<file path="src/rtl/dmem_port_arbiter.sv">
// Shares the single-port data RAM between the core load/store path and the
// compression engine: CPU has priority, a wait counter forces engine grants.
module dmem_port_arbiter #(
   parameter int ADDR_W   = 16,
   parameter int DATA_W   = 32,
   parameter int MAX_WAIT = 4
) (
   input  logic              clk,
   input  logic              rst,
   input  logic              cpu_mem_read,
   input  logic              cpu_mem_write,
   input  logic [ADDR_W-1:0] cpu_addr,
   input  logic [DATA_W-1:0] cpu_wdata,
   output logic [DATA_W-1:0] cpu_rdata,
   output logic              cpu_stall,
   input  logic              eng_req,
   input  logic              eng_we,
   input  logic [ADDR_W-1:0] eng_addr,
   input  logic [DATA_W-1:0] eng_wdata,
   output logic              eng_gnt,
   output logic              eng_rvalid,
   output logic [DATA_W-1:0] eng_rdata,
   output logic [ADDR_W-1:0] mem_addr,
   output logic [DATA_W-1:0] mem_wdata,
   output logic              mem_we,
   output logic              mem_re,
   input  logic [DATA_W-1:0] mem_rdata
);

   typedef enum logic [1:0] {IDLE, CPU_RD, ENG_RD} state_t;

   localparam logic [3:0] MAX_W = 4'(MAX_WAIT);

   state_t            state;
   logic [3:0]        wait_cnt;
   logic [DATA_W-1:0] cpu_rdata_q, eng_rdata_q;
   logic              cpu_req, eng_win, cpu_win;

   // Arbitration only in IDLE; a simultaneous read+write counts as a write.
   always_comb begin
      cpu_req = cpu_mem_read | cpu_mem_write;
      eng_win = !rst && (state == IDLE) && eng_req && ((wait_cnt == MAX_W) || !cpu_req);
      cpu_win = !rst && (state == IDLE) && cpu_req && !eng_win;
   end

   always_comb begin
      mem_addr  = '0;
      mem_wdata = '0;
      mem_we    = 1'b0;
      mem_re    = 1'b0;
      if (eng_win) begin
         mem_addr  = eng_addr;
         mem_wdata = eng_wdata;
         mem_we    = eng_we;
         mem_re    = !eng_we;
      end else if (cpu_win) begin
         mem_addr  = cpu_addr;
         mem_wdata = cpu_wdata;
         mem_we    = cpu_mem_write;
         mem_re    = !cpu_mem_write;
      end
      eng_gnt    = eng_win;
      eng_rvalid = !rst && (state == ENG_RD);
      // A granted store finishes in one cycle; everything else in IDLE/ENG_RD waits.
      cpu_stall  = !rst && cpu_req &&
                   ((state == ENG_RD) || ((state == IDLE) && !(cpu_win && cpu_mem_write)));
      cpu_rdata  = rst ? '0 : ((state == CPU_RD) ? mem_rdata : cpu_rdata_q);
      eng_rdata  = rst ? '0 : ((state == ENG_RD) ? mem_rdata : eng_rdata_q);
   end

   always_ff @(posedge clk) begin
      if (rst) begin
         state       <= IDLE;
         wait_cnt    <= '0;
         cpu_rdata_q <= '0;
         eng_rdata_q <= '0;
      end else begin
         case (state)
            IDLE: begin
               if (eng_win && !eng_we)
                  state <= ENG_RD;
               else if (cpu_win && !cpu_mem_write)
                  state <= CPU_RD;
            end
            default: state <= IDLE;
         endcase
         if (state == CPU_RD) cpu_rdata_q <= mem_rdata;
         if (state == ENG_RD) eng_rdata_q <= mem_rdata;
         if (!eng_req || eng_win)
            wait_cnt <= '0;
         else if (wait_cnt != MAX_W)
            wait_cnt <= wait_cnt + 4'd1;
      end
   end

endmodule

</file>
<file path="config.mk">
export PLATFORM = sky130hd
export DESIGN_NAME = dmem_port_arbiter
export DESIGN_NICKNAME = d
export VERILOG_FILES = /design/src/rtl/dmem_port_arbiter.sv
export SDC_FILE = /design/constraint.sdc
export NUM_CORES = 1
export LEC_CHECK = 0
export BUFFER_PORTS_ARGS = -buffer_cell sky130_fd_sc_hd__buf_4
export CAP_MARGIN = 5
export CORE_AREA = 2 2 121 76
export DETAILED_ROUTE_END_ITERATION = 10
export DIE_AREA = 0 0 123 78
export MAX_ROUTING_LAYER = met4
export PLACE_DENSITY_LB_ADDON = 0.3
export SYNTH_ARGS = -nofsm -noshare
export SYNTH_HDL_FRONTEND = slang
export SYNTH_SLANG_ARGS = --single-unit
</file>
<file path="constraint.sdc">
create_clock -name clk -period 5.5 [get_ports clk]
set_input_delay 1.65 -clock clk [delete_from_list [all_inputs] [get_ports clk]]
set_output_delay 1.65 -clock clk [all_outputs]
set_load 0.01 [all_outputs]
</file>
# Yosys cells after proc, flatten, opt, wreduce, memory -nomap -nowiden
# Cells that the tools add are included.
[op_classes]
addsub = 1
eq_ne = 4
mux = 14
bitwise_logic = 2
reduce_logical = 27
[op_table]
columns = ["op", "n"]
rows = [
  ["$mux 32", 6],
  ["$mux 16", 2],
  ["$logic_and 1x1->1", 12],
  ["$logic_not 1->1", 7],
  ["$add 4x1->4 const B", 1],
  ["$eq 4x3->1 const B", 1],
  ["$mux 1", 4],
  ["$mux 2", 2],
  ["$ne 4x3->1 const B", 1],
  ["$reduce_or 2->1", 2],
  ["$logic_or 1x1->1", 3],
  ["$reduce_or 3->1", 1],
  ["$eq 2x1->1 const B", 1],
  ["$eq 2x2->1 const B", 1],
  ["$logic_not 2->1", 1],
  ["$reduce_bool 2->1", 1],
  ["$not 1->1", 1],
  ["$or 1x1->1", 1],
]
[word_totals]
ff_bits = 70
in_bits = 134
out_inout_bits = 117
word_cells = 53

# Longest topological paths before layout
# Gate-level depths: netlist of the first run.
[logic_depth]
word_depth = 11
ltp_mapped = 6
mapped_depth_nobuf = 5

# Worst setup path after synthesis of the first run
# OpenSTA, ideal clock, no wires.
[synth_timing]
path_type = "input-to-output"
startpoint = "input port cpu_mem_write"
endpoint = "output port mem_addr[0]"
arrival_time_ps = 2998
required_ps = 3850
setup_slack_ps = 852
stages = 5
n_path_buf = 2
cell_sequence = "or2_1 -> buf_6 -> a2111o_4 -> buf_6 -> mux2_4"
[synth_between]
elab_chain_cells = 8
elab_cells_between_ends = 9
[synth_rtl]
columns = ["element", "line", "rtl"]
rows = [
  ["from (decl)", "11", "input logic cpu_mem_write,"],
  ["$or 1x1->1 *", "41", "cpu_req = cpu_mem_read | cpu_mem_write;"],
  ["$logic_not 1->1", "42", "eng_win = !rst && (state == IDLE) && eng_req && ((wait_cnt == MAX_W) || !cpu_req);"],
  ["$logic_or 1x1->1", "42", ""],
  ["$logic_and 1x1->1", "42", ""],
  ["$logic_not 1->1", "43", "cpu_win = !rst && (state == IDLE) && cpu_req && !eng_win;"],
  ["$logic_and 1x1->1", "43", ""],
  ["$mux 16", "56", "end else if (cpu_win) begin"],
  ["$mux 16 *", "51", "if (eng_win) begin"],
  ["to (decl)", "23", "output logic [ADDR_W-1:0] mem_addr,"],
]
# Mark *: on every way between the ends. The rest lies on a longest branch, timed or not.

# Worst setup path after layout of the first run
[layout_timing]
startpoint = "input port cpu_mem_write"
endpoint = "output port mem_addr[3]"
# The elaborated chain is that of the path after synthesis.

==> results of run 1 <==
layer usage:
layer	vias up	global-route usage [%]	wire length [microns]
met2	167	43.6	6260
met4	0	7.05	201
met1	1796	32.6	5410
met5	-	-	0
li1	1929	-	-
met3	21	7.13	1060
cells by family after synthesis:
| group | share of synthesized area [%] |
|---|---|
| AND/OR/NAND/NOR | 24.7 |
| AO/OA/AOI/OAI | 10.5 |
| flip-flops | 37.9 |
| multiplexers | 20.0 |
| buffers and inverters | 5.71 |
| XOR/XNOR | 0.473 |
| adder cells (fa/ha/maj) | 0.676 |
final timing paths:
kind | start | to
min | eng_rdata_q[22] | eng_rdata_q[22]
max reg2reg | state[1] | cpu_rdata_q[10]
max | cpu_mem_write | mem_addr[3]
min reg2reg | eng_rdata_q[22] | eng_rdata_q[22]
power breakdown:
part | internal [mW] | leakage [nW] | switching (mW)
Combinational | 0.159 | 2.30 | 0.113
Clock | 0.326 | 0.133 | 0.190
Sequential | 0.519 | 0.567 | 0.00455
Total | 1.00 | 3.00 | 0.308
state kept, by name, summed over array words and instances, names as in the netlist:
name,flops
state,2
eng_rdata_q,32
wait_cnt,4
cpu_rdata_q,32
worst max-delay path, delay by kind of cell:
family	cells	cell delay [ns]
AND/OR/NAND/NOR	1	0.26
multiplexers	1	0.44
buffers and inverters	2	0.28
AO/OA/AOI/OAI	1	0.86
layout make-up:
cell class | count | area [sq um] | area share (%)
clock buffer | 14 | 264 | 4.51
clock inverter | 1 | 5.00 | 0.0855
inverter | 4 | 15.0 | 0.257
multi-input combinational | 327 | 2100 | 35.8
sequential | 70 | 1400 | 23.9
tap | 112 | 140 | 2.39
timing repair buffer | 257 | 1930 | 33.0
cells in the final DEF (no fill, tap or decap), types with 2 or more instances in the layout:
cell type / count
sky130_fd_sc_hd__buf_4: 257
sky130_fd_sc_hd__nand2_1: 130
sky130_fd_sc_hd__dfxtp_1: 70
sky130_fd_sc_hd__a21oi_1: 66
sky130_fd_sc_hd__and3_1: 48
sky130_fd_sc_hd__mux2_4: 48
sky130_fd_sc_hd__clkbuf_16: 9
sky130_fd_sc_hd__nor2_1: 6
sky130_fd_sc_hd__inv_1: 3
sky130_fd_sc_hd__nand2b_1: 3
sky130_fd_sc_hd__nor3_1: 3
sky130_fd_sc_hd__clkbuf_1: 3
sky130_fd_sc_hd__nor2b_2: 2
sky130_fd_sc_hd__nand3_1: 2
sky130_fd_sc_hd__xnor2_1: 2
sky130_fd_sc_hd__a211oi_1: 2
sky130_fd_sc_hd__mux2i_1: 2
sky130_fd_sc_hd__ha_1: 2
sky130_fd_sc_hd__clkbuf_8: 2
metrics by stage:
stage / instances / power (mW)
after floorplan: 441 / 0.655
after global placement: 770 / 0.797
after detailed placement: 770 / 0.805
after CTS: 785 / 1.32
after global routing: 785 / 1.37
final: 785 / 1.31
==> results.json, run 1 <==
{
  "timing.reg2reg.worst_path_depth": 4,
  "synthesis.area_sq_um": 3700,
  "worstSkewPairLatency_ns": 0.32,
  "initial_utilization_pct": 44.1,
  "post-route-util_pct": 69.7,
  "place_ws_ns": 0.338,
  "final_min_period_over_clock_period_pct": 94.0,
  "maxCapViolCount": 0,
  "chipHeight_microns": 78,
  "dr_total_vias": 3913,
  "finClkSkew_ns": 0.00391,
  "numPortBuffers": 250,
  "synth.yosys.seq_area_share_pct": 37.9,
  "min_delay_path_depth": 2,
  "postCtsSetupRepairBufs": 0,
  "synth_fp_nets": 577,
  "post_synth_most_frequent_cells": "sky130_fd_sc_hd__nand2_1, sky130_fd_sc_hd__dfxtp_1, sky130_fd_sc_hd__a21oi_1",
  "power_density_nw_per_um2": 224,
  "nets": 805,
  "grt_setup_unrepaired": "false",
  "num-fill-cells": 659,
  "final_period_minus_worst_setup_slack_ns": 5.17,
  "cts_sinks": 70,
  "detailedRoute.firstIterationViolations": 308,
  "gpl.final_weighted_congestion": 0.892,
  "clock_pin_slew_on_the_worst_setup_and_hold_paths_ns": 0.05,
  "numCtsBuffers": 9,
  "final_antenna_net_count": 0,
  "finalSetupViolations": 0,
  "setup_ws_ns": 0.327,
  "placedInstanceArea_sq_um": 5580,
  "yosysTopAreaCellShare_pct": 37.9,
  "timing.slew.headroom_pct": 19.4,
  "h-tree-depth": 3,
  "outcome": "complete, no violations",
  "synth-edff-count": 0,
  "layout-drive-gt1-share_pct": 47.8,
  "crit_fanout": 50,
  "yosysUniqueCellTypes": 29,
  "vias_per_cell": 4.98,
  "crit_arrival_ns": 3.52,
  "timing.fmax_mhz": 193,
  "dp_hpwl_mm": 9.68,
  "area_growth_pct": 58.1,
  "cpMostUsedCell": "sky130_fd_sc_hd__buf_4",
  "cts_tree": "built",
  "grt_pass1_wl_mm": 19.2,
  "synthDominantAreaCellType": "sky130_fd_sc_hd__dfxtp_1",
  "synth_ff_type": "sky130_fd_sc_hd__dfxtp_1",
  "pin_count": 251,
  "cts_hold_buf": 0,
  "ir_worst_vdd_mv": 0.198,
  "antenna_found_initial": 0,
  "pin_count_of_the_biggest_net_entering_global_routing": 69,
  "core_area_sq_um": 8390,
  "postCtsResizedCells": 0,
  "route.detailed.wl_per_inst_microns": 16.5,
  "yosys-top-cells-area": "sky130_fd_sc_hd__dfxtp_1, sky130_fd_sc_hd__mux2_4, sky130_fd_sc_hd__nand2_1, sky130_fd_sc_hd__a21oi_1, sky130_fd_sc_hd__and3_1",
  "worstPathRequired_ns": 3.85,
  "grt_remaining_overflow": 0,
  "fin_tns_setup_ns": 0,
  "max_slew.worst_pin.slew_ns": 1.21,
  "finish.instance_area_sq_um": 5850,
  "synth.yosys.warnings": 0,
  "library_cell_with_the_highest_instance_count_after_synthesis": "sky130_fd_sc_hd__nand2_1",
  "power.leakage_nw": 3.00,
  "route.detailed.drc": 0,
  "cts_root_buf": "sky130_fd_sc_hd__clkbuf_16",
  "num_antenna_cells": 0,
  "placement_rows": 26,
  "crit_chain": "buf_4 -> or2_1 -> a2111o_4 -> mux2_4 -> buf_4",
  "path_class": "primary input to output port",
  "synthesis.area_per_instance_sq_um": 8.39,
  "endpoint_kind": "output port",
  "holdWs_ns": 0.460,
  "die_area_sq_um": 9590,
  "slew_violations": 0,
  "clock_tree_buffer_depth": 2,
  "async_flop_share_pct": 0,
  "netlist_instances": 441,
  "width_of_the_die_microns": 123,
  "holdCritPathClass": "flip-flop to flip-flop",
  "grt_pass1_vias": 3791,
  "startpoint_type": "primary input",
  "first_pass_iteration_count_of_the_detailed_router": 4,
  "ys_ff_latch": 70,
  "standard_cell_with_the_maximum_stage_delay_on_the_critical_path": "sky130_fd_sc_hd__a2111o_4",
  "groute.usage.overall_pct": 26.7,
  "detail_route.wirelength_mm": 12.9,
  "critPathMaxStageDelay_ns": 0.86,
  "reg2reg_setup_slack_ns": 3.40,
  "hold_viol": 0
}
(Power assumes the default switching activity.)
==> run 2: changes to the inputs <==
- CORE_AREA: 2 2 121 76 -> 2 2 97 99
- DIE_AREA: 0 0 123 78 -> 0 0 99 101
==> results.json, run 2 (same netlist as run 1, synthesis figures left out) <==
{
  "die_area_sq_um": 10000,
  "detailedRoute.firstIterationViolations": 182,
  "initial_utilization_pct": 41.2,
  "core_area_sq_um": 8980,
  "cts_tree": "built",
  "holdWs_ns": 0.462,
  "cts_hold_buf": 0,
  "endpoint_kind": "output port",
  "timing.fmax_mhz": 194,
  "seq_power_share_pct": 43.6,
  "internal_power_mw": 0.889,
  "layout-drive-gt1-share_pct": 48.3,
  "power.leakage_nw": 2.96,
  "h-tree-depth": 3,
  "path_delay_family": "compound AO/OA/AOI/OAI gates",
  "grt_setup_unrepaired": "false",
  "num-fill-cells": 771,
  "dp.cells": 770,
  "antenna_found_initial": 0,
  "pin_count_of_the_biggest_net_entering_global_routing": 69,
  "worstPathRequired_ns": 3.85,
  "numPortBuffers": 250,
  "finClkSkew_ns": 0.0124,
  "fin_tns_setup_ns": 0,
  "p_sw_share_pct": 25.8,
  "grt_remaining_overflow": 0,
  "holdCritPathClass": "flip-flop to flip-flop",
  "dr_total_vias": 3922,
  "slew_violations": 0,
  "grt_pass1_wl_mm": 18.9,
  "final_antenna_net_count": 0,
  "post-route-util_pct": 64.5,
  "setup_ws_ns": 0.351,
  "first_pass_iteration_count_of_the_detailed_router": 5,
  "postCtsSetupRepairBufs": 0,
  "numCtsBuffers": 9,
  "grt_pass1_vias": 3759,
  "path_class": "primary input to output port",
  "clock_tree_buffer_depth": 2,
  "timing.slew.headroom_pct": 38.0,
  "area_growth_pct": 56.4,
  "nets": 806,
  "placement_rows": 35,
  "cts_root_buf": "sky130_fd_sc_hd__clkbuf_8",
  "outcome": "complete, no violations",
  "worstSkewPairLatency_ns": 0.33,
  "postCtsResizedCells": 0,
  "crit_arrival_ns": 3.50,
  "chipHeight_microns": 101,
  "final_cell_mix": "sky130_fd_sc_hd__buf_4, sky130_fd_sc_hd__nand2_1, sky130_fd_sc_hd__dfxtp_1",
  "crit_chain": "buf_4 -> or2_1 -> a2111o_4 -> mux2_4 -> buf_4",
  "route.detailed.drc": 0,
  "width_of_the_die_microns": 99,
  "cpMostUsedCell": "sky130_fd_sc_hd__buf_4",
  "power.total_mw": 1.20,
  "cts_sinks": 70,
  "num_antenna_cells": 0,
  "startpoint_type": "primary input",
  "final_period_minus_worst_setup_slack_ns": 5.15,
  "place_ws_ns": 0.355,
  "power.combinational.fraction_pct": 22.7,
  "final_min_period_over_clock_period_pct": 93.6,
  "maxCapViolCount": 0,
  "final_cells": 786,
  "mostFrequentLayoutCell": "sky130_fd_sc_hd__buf_4",
  "standard_cell_with_the_maximum_stage_delay_on_the_critical_path": "sky130_fd_sc_hd__a2111o_4",
  "detail_route.wirelength_mm": 12.5,
  "critPathMaxStageDelay_ns": 0.86,
  "clock_pin_slew_on_the_worst_setup_and_hold_paths_ns": 0.07,
  "hold_viol": 0,
  "finalSetupViolations": 0,
  "vias_per_cell": 4.99,
  "power_density_nw_per_um2": 207,
  "finish.instance_area_sq_um": 5790,
  "placedInstanceArea_sq_um": 5590,
  "route.detailed.wl_per_inst_microns": 15.8,
  "pin_count": 251,
  "layout_top_registers": "cpu_rdata_q: 32 flops, eng_rdata_q: 32 flops, wait_cnt: 4 flops",
  "groute.usage.overall_pct": 24.3,
  "share_clk_of_total_power_pct": 33.7,
  "crit_fanout": 50,
  "ir_worst_vdd_mv": 0.211,
  "gpl.final_weighted_congestion": 0.919,
  "dp_hpwl_mm": 9.33,
  "netSwitchingPower_mw": 0.309,
  "max_slew.worst_pin.slew_ns": 0.931,
  "worst-path-buf-inv": 2
}
==> run 2: metal layers <==
layer / global-route usage (%) / share of wire (%)
met5: - / 0
met3: 4.92 / 7.5
met1: 28.0 / 40
met2: 41.7 / 50
met4: 9.38 / 2.7
==> run 2: final timing paths <==
| kind | from | to | slack (ns) | cells past startpoint |
|---|---|---|---|---|
| setup / recovery | cpu_mem_write | mem_wdata[20] | 0.35 | 5 |
| hold / removal | cpu_rdata_q[28] | cpu_rdata_q[28] | 0.46 | 2 |
| setup reg to reg | wait_cnt[0] | state[1] | 3.47 | 5 |
| hold reg to reg | cpu_rdata_q[28] | cpu_rdata_q[28] | 0.46 | 2 |
==> run 2: area by class of cell <==
class,count,area (sq um),share of cell area (%)
Timing Repair Buffer,258,1940,33.5
Clock buffer,10,128,2.20
Sequential cell,70,1400,24.2
Inverter,4,15.0,0.259
Tap cell,111,139,2.40
Multi-Input combinational cell,327,2100,36.3
Clock inverter,6,70.1,1.21
==> run 2: power by group through the flow <==
| stage | logic, mW | clock network (mW) | registers (mW) |
|---|---|---|---|
| 6_report | 0.272 | 0.404 | 0.522 |
| 5_1_grt | 0.291 | 0.438 | 0.523 |
| 4_1_cts | 0.273 | 0.414 | 0.522 |
| 3_5_place_dp | 0.272 | 0 | 0.534 |
| 3_3_place_gp | 0.268 | 0 | 0.533 |
| 2_1_floorplan | 0.123 | 0 | 0.532 |
==> run 2: worst min-delay path: stages (launching register included) <==
cell	delay (ns)
sky130_fd_sc_hd__dfxtp_1	0.30
sky130_fd_sc_hd__nand2_1	0.04
sky130_fd_sc_hd__a21oi_1	0.07
